[config.mk]
export PLATFORM = sky130hd
export DESIGN_NAME = lsu_load_unit
export DESIGN_NICKNAME = d
export VERILOG_FILES = /design/src/rtl/lsu_load_unit.sv
export SDC_FILE = /design/constraint.sdc
export NUM_CORES = 1
export LEC_CHECK = 0
export CAP_MARGIN = 20
export CELL_PAD_IN_SITES_DETAIL_PLACEMENT = 1
export CELL_PAD_IN_SITES_GLOBAL_PLACEMENT = 2
export CORE_MARGIN = 2
export CORE_UTILIZATION = 24
export DETAILED_ROUTE_END_ITERATION = 8
export PLACE_DENSITY_LB_ADDON = 0.2
export SLEW_MARGIN = 0
export SYNTH_ARGS = -nofsm -noshare
export SYNTH_HDL_FRONTEND = slang
export SYNTH_SLANG_ARGS = --single-unit
[constraint.sdc]
create_clock -name i_clk -period 2.9 [get_ports i_clk]
set_clock_uncertainty 0.1 [all_clocks]
set_input_delay 0.29 -clock i_clk [delete_from_list [all_inputs] [get_ports i_clk]]
set_output_delay 0.29 -clock i_clk [all_outputs]
set_load 0.02 [all_outputs]
[src/rtl/lsu_load_unit.sv]
// Load path of the LSU: one load request -> one (or two, when split) bus reads -> extended result.
// Optional macro LSU_LOAD_MISALIGN_EN splits misaligned loads into two aligned beats.
module lsu_load_unit #(
  parameter int unsigned XLEN   = 32,
  parameter int unsigned ADDR_W = 32
) (
  input  logic              i_clk,
  input  logic              i_rst,
  input  logic              i_req_valid,
  output logic              o_req_ready,
  input  logic [ADDR_W-1:0] i_req_addr,
  input  logic [2:0]        i_req_op,
  output logic              o_ar_valid,
  input  logic              i_ar_ready,
  output logic [ADDR_W-1:0] o_ar_addr,
  input  logic              i_r_valid,
  output logic              o_r_ready,
  input  logic [XLEN-1:0]   i_r_data,
  input  logic [1:0]        i_r_resp,
  output logic              o_rsp_valid,
  input  logic              i_rsp_ready,
  output logic [XLEN-1:0]   o_rsp_data,
  output logic              o_rsp_err
);

  localparam int unsigned BYTES = XLEN / 8;
  localparam int unsigned OFF_W = $clog2(BYTES);

  typedef enum logic [2:0] {
    StIdle,
    StAr,
    StR,
    StAr2,
    StR2,
    StResp
  } state_e;

  state_e              r_state;
  logic                r_req_ready;
  logic                r_ar_valid;
  logic                r_r_ready;
  logic                r_rsp_valid;
  logic [XLEN-1:0]     r_rsp_data;
  logic                r_rsp_err;
  logic [OFF_W-1:0]    r_off;
  logic [2:0]          r_op;
  logic [ADDR_W-1:0]   r_ar_addr;
`ifdef LSU_LOAD_MISALIGN_EN
  logic                r_split;
  logic [XLEN-1:0]     r_beat1;
  logic                r_err1;
`endif

  logic [OFF_W-1:0]    w_off;
  logic [ADDR_W-1:0]   w_aligned;
  logic [3:0]          w_size;
  logic [4:0]          w_end;
  logic                w_misalign;
  logic                w_illegal;
  logic                w_fault;
  logic                w_rerr;
  logic [2*XLEN-1:0]   w_raw;
  logic [XLEN-1:0]     w_ext;

  // Shift the (possibly two-beat) raw data down to the field, then sign/zero-extend.
  function automatic logic [XLEN-1:0] f_extract(input logic [2*XLEN-1:0] raw,
                                                input logic [OFF_W-1:0]  off,
                                                input logic [2:0]        op);
    logic [63:0] sh;
    logic [63:0] res;
    logic        sx;
    sh = 64'(raw >> {off, 3'b000});
    sx = ~op[2];
    case (op[1:0])
      2'd0:    res = {{56{sx & sh[7]}}, sh[7:0]};
      2'd1:    res = {{48{sx & sh[15]}}, sh[15:0]};
      2'd2:    res = {{32{sx & sh[31]}}, sh[31:0]};
      default: res = sh;
    endcase
    return XLEN'(res);
  endfunction

  always_comb begin
    w_off     = i_req_addr[OFF_W-1:0];
    w_aligned = {i_req_addr[ADDR_W-1:OFF_W], {OFF_W{1'b0}}};
    case (i_req_op[1:0])
      2'd0:    w_size = 4'd1;
      2'd1:    w_size = 4'd2;
      2'd2:    w_size = 4'd4;
      default: w_size = 4'd8;
    endcase
    w_end      = 5'(w_off) + 5'(w_size);
    w_misalign = (w_end > 5'(BYTES));
    w_illegal  = (i_req_op == 3'd7) ||
                 ((XLEN == 32) && ((i_req_op == 3'd3) || (i_req_op == 3'd6)));
`ifdef LSU_LOAD_MISALIGN_EN
    w_fault    = w_illegal;
    w_raw      = (r_state == StR2) ? {i_r_data, r_beat1} : {{XLEN{1'b0}}, i_r_data};
`else
    w_fault    = w_illegal | w_misalign;
    w_raw      = {{XLEN{1'b0}}, i_r_data};
`endif
    w_rerr     = (i_r_resp != 2'b00);
    w_ext      = f_extract(w_raw, r_off, r_op);
  end

  always_ff @(posedge i_clk) begin
    if (i_rst) begin
      r_state     <= StIdle;
      r_req_ready <= 1'b1;
      r_ar_valid  <= 1'b0;
      r_r_ready   <= 1'b0;
      r_rsp_valid <= 1'b0;
      r_rsp_data  <= '0;
      r_rsp_err   <= 1'b0;
      r_off       <= '0;
      r_op        <= '0;
      r_ar_addr   <= '0;
`ifdef LSU_LOAD_MISALIGN_EN
      r_split     <= 1'b0;
      r_beat1     <= '0;
      r_err1      <= 1'b0;
`endif
    end else begin
      case (r_state)
        StIdle: begin
          if (i_req_valid && r_req_ready) begin
            r_req_ready <= 1'b0;
            r_off       <= w_off;
            r_op        <= i_req_op;
            r_ar_addr   <= w_aligned;
`ifdef LSU_LOAD_MISALIGN_EN
            r_split     <= w_misalign;
`endif
            if (w_fault) begin
              r_rsp_valid <= 1'b1;
              r_rsp_err   <= 1'b1;
              r_rsp_data  <= '0;
              r_state     <= StResp;
            end else begin
              r_ar_valid  <= 1'b1;
              r_state     <= StAr;
            end
          end
        end
        StAr: begin
          if (i_ar_ready) begin
            r_ar_valid <= 1'b0;
            r_r_ready  <= 1'b1;
            r_state    <= StR;
          end
        end
        StR: begin
          if (i_r_valid) begin
            r_r_ready <= 1'b0;
`ifdef LSU_LOAD_MISALIGN_EN
            if (r_split) begin
              r_beat1    <= i_r_data;
              r_err1     <= w_rerr;
              r_ar_valid <= 1'b1;
              r_ar_addr  <= r_ar_addr + ADDR_W'(BYTES);
              r_state    <= StAr2;
            end else
`endif
            begin
              r_rsp_valid <= 1'b1;
              r_rsp_err   <= w_rerr;
              r_rsp_data  <= w_rerr ? '0 : w_ext;
              r_state     <= StResp;
            end
          end
        end
`ifdef LSU_LOAD_MISALIGN_EN
        StAr2: begin
          if (i_ar_ready) begin
            r_ar_valid <= 1'b0;
            r_r_ready  <= 1'b1;
            r_state    <= StR2;
          end
        end
        StR2: begin
          if (i_r_valid) begin
            r_r_ready   <= 1'b0;
            r_rsp_valid <= 1'b1;
            r_rsp_err   <= r_err1 | w_rerr;
            r_rsp_data  <= (r_err1 | w_rerr) ? '0 : w_ext;
            r_state     <= StResp;
          end
        end
`endif
        StResp: begin
          if (i_rsp_ready) begin
            r_rsp_valid <= 1'b0;
            r_req_ready <= 1'b1;
            r_state     <= StIdle;
          end
        end
        default: begin
          r_state     <= StIdle;
          r_req_ready <= 1'b1;
          r_ar_valid  <= 1'b0;
          r_r_ready   <= 1'b0;
          r_rsp_valid <= 1'b0;
        end
      endcase
    end
  end

  assign o_req_ready = r_req_ready;
  assign o_ar_valid  = r_ar_valid;
  assign o_ar_addr   = r_ar_addr;
  assign o_r_ready   = r_r_ready;
  assign o_rsp_valid = r_rsp_valid;
  assign o_rsp_data  = r_rsp_data;
  assign o_rsp_err   = r_rsp_err;

endmodule

==> flow_summary.yaml <==
pwr:
  worst_ir_drop_vdd_mv: 0.285
  p_per_area_nw_per_um2: 752
  power.static_leakage_nw: 2.04
  report.power.total_mw: 3.98
grt:
  grt_max_degree: 44
  vias_in_the_first_global_route: 3455
  gr-total-overflow: 0
  globalRouteTotalUtil_pct: 15.6
  grt_pass1_wl_mm: 18.1
  grt_antenna_before_repair: 0
logic_synthesis:
  postSynthAreaPerCell_um2: 8.70
  synth.yosys.seq_area_share_pct: 44.2
  netlist.area_leader.share_pct: 44.2
  synth_cells: 391
  synth_edf_count: 0
  post-synth-top-count-cell: "nand2_1"
  cell_type_with_the_highest_aggregate_area_in_the_netlist: "dfxtp_1"
  synth.distinct_cells: 51
  post_synth_main_area_contributors: "dfxtp_1 44%, nand2_1 9.3%, a21oi_1 6.0%"
  most_common_flop_cell_mapped_by_yosys: "dfxtp_1"
  yosysWarnings: 0
  yosys_register_bits: 75
  cell_area_synth_um2: 3400
  top_cells_by_count_synth: "84 x nand2_1, 75 x dfxtp_1, 41 x a21oi_1"
  synthArstFlopShare_pct: 0
setup_path:
  sum_of_buffers_and_inverters_on_the_critical_path: 3
  critical_path.max_stage_delay_ns: 0.50
  worst_ep_required_time_ns: 3.08
  startpoint_type: "input port"
  setup.worst_path.start: "i_req_op[1]"
  ff2ff_path_depth: 5
  worst-path-stages: 9
  crit_path_end: "o_rsp_data[8]"
  crit_arrival_ns: 2.68
  crit_path_cell_trace: "clkdlybuf4s50_1 -> nand2b_1 -> inv_1 -> ha_1 -> a2111o_1 -> a221o_1 -> a21oi_2 -> buf_12 -> a22o_1"
  crit_path_capture_type: "flip-flop"
  critPathMaxFanout: 32
  crit_slowest_cell: "clkdlybuf4s50_1"
  path_delay_family: "compound AO/OA/AOI/OAI gates"
  path_class: "input port to flip-flop"
  reg2reg_from: "r_off[1]"
  r2r_end: "o_rsp_data[27]"
  ff2ff_setup_slack_ns: 0.78
drt:
  postRouteAntennaNets: 0
  post-route-drc-count: 0
  firstDrtPassIters: 4
  routed-via-count: 3324
  route.detailed.vias_per_inst: 4.70
  routed_wl_mm: 11.6
  routed_wire_length_per_instance_um: 16.4
  initialDrtViolationCount: 161
sta:
  final_period_minus_worst_setup_slack_ns: 2.50
  timing.final.crit_share_pct: 86.3
  fmax_mhz: 399
  layout_setup_ws_ns: 0.397
  timing_worst_slew_pin_value_ns: 0.746
  final_number_of_hold_violating_endpoints: 0
  tns_ns: 0
  report.final.setup_viol: 0
  maxSlewViolCount: 0
  grt_setup_unrepaired: "no"
  relSlewSlack_pct: 50.3
final_layout:
  area_delta_synth_final_pct: 55.4
  nets: 600
  final_util_pct: 38.1
  inserted_diodes: 0
  final_layout_size_suffix_gt1_share_pct: 6.26
cts:
  cts-resized-gates: 0
  ctsLongestPathBuffers: 2
  clkLatencyLatePin_ns: 0.34
  clk_pin_slew_ns: 0.06
  tritoncts: "yes"
  post_cts.repair.setup_buffers: 0
  cts-hold-fix-buffers: 0
  cts.sinks: 75
  cts.root.buffer_cell: "clkbuf_16"
  number_of_levels_the_h_tree_was_split_into: 3
  cts_buffers: 9
hold_path:
  hold-path-cell-count: 2
  worst_hold_path_type: "flip-flop to flip-flop"
floorplan:
  floorplan.io_pins: 144
  height_of_the_die_um: 123
  total_die_area_um2: 15100
  std_cell_rows: 43
  floorplan.core_area_um2: 13900
  initial_utilization_pct: 24.5
  die_x_um: 123
flow_run:
  maxCapViolations: 0
place:
  place_hpwl_mm: 8.50
  pre_cts_slack_ns: 0.0353
  gp_routability_congestion: 0.802
  count_of_input_and_output_buffers: 141
run_status:
  outcome: "completed"
-- where the power goes --
part	leakage, nW	internal (mW)	switching [mW]
Sequential	0.610	1.20	0.149
Clock	0.152	0.682	0.444
Combinational	1.28	0.666	0.838
Total	2.04	2.54	1.43
-- cells by family (layout without fill, tap and decap cells) --
kind of cell | Yosys count | in the layout | synth area share [%]
and+or+nand+nor | 138 | 138 | 18.4
buffers and inverters | 37 | 172 | 4.97
adders and majority gates | 3 | 3 | 1.32
DFF | 75 | 75 | 44.2
xor gates and xnor gates | 1 | 1 | 0.258
other | 1 | 2 | 0.110
AOI/OAI and AO/OA | 119 | 119 | 25.5
muxes | 17 | 17 | 5.37
-- layer usage --
layer	part of all wire (%)	up-vias	wire, µm	global-route usage [%]
met1	45	1592	5190	19.6
met3	5.5	10	639	3.64
met2	48	81	5600	26.0
met5	0	-	0	0
li1	-	1641	-	-
met4	1.3	0	150	5.89
-- how the worst min path moves through the flow --
| stage | startpoint | endpoint | slack (ns) |
|---|---|---|---|
| 3_5_place_dp | o_ar_addr[5] | o_ar_addr[5] | 0.35 |
| 2_1_floorplan | i_r_valid | o_rsp_err | 0.30 |
| 4_1_cts | o_ar_addr[5] | o_ar_addr[5] | 0.36 |
| 5_1_grt | o_ar_addr[5] | o_ar_addr[5] | 0.37 |
| 6_report | o_ar_addr[25] | o_ar_addr[25] | 0.35 |
| 3_3_place_gp | o_ar_addr[10] | o_ar_addr[10] | 0.34 |
-- metrics by stage --
step	cells	hold slack (ns)	cell area, µm²
finish	707	0.354	5280
global route	707	0.374	5280
CTS	707	0.356	5280
detailed placement	691	0.347	4990
global placement	691	0.342	4990
floorplan	392	0.300	3400
-- worst reg2reg max path, stage by stage (launching register included) --
cell and delay, ns:
dfxtp_1 0.40, nor2b_1 0.53, a2bb2oi_1 0.24, a2111oi_4 0.38
buf_4 0.27, a211o_1 0.14
-- placed cells by master (no fill, tap or decap), types with 2 or more instances in the layout --
master           instances
conb_1                   2
a32o_1                   7
a311oi_1                 2
a2bb2oi_1                8
a22o_1                   9
nor2b_1                 10
nor2_1                  18
nand3b_1                 2
dfxtp_1                 75
clkinv_2                 5
or3b_2                   2
nand2b_1                 5
inv_1                    6
o21ai_0                 12
clkbuf_16                9
and2_1                   8
o21a_1                   3
mux2i_1                 16
ha_1                     2
buf_4                    7
clkdlybuf4s50_1        141
a211o_1                 23
a21oi_1                 41
nand2_1                 84
buf_12                   2
-- layout make-up --
class	instances	area, µm²
clock buffers	10	239
clock inverters	6	55.1
fillers	1623	8600
inverters	6	22.5
multi-input cells	280	1740
flip-flops and latches	75	1500
well taps	180	225
repair buffers	150	1500
-- state kept, by name, summed over array words and instances, names as in the netlist, 2 cells and up --
| name | cells |
|---|---|
| r_state | 3 |
| r_off | 2 |
| o_ar_addr | 30 |
| r_op | 3 |
| o_rsp_data | 32 |
Power figures use the tool's default switching activity.
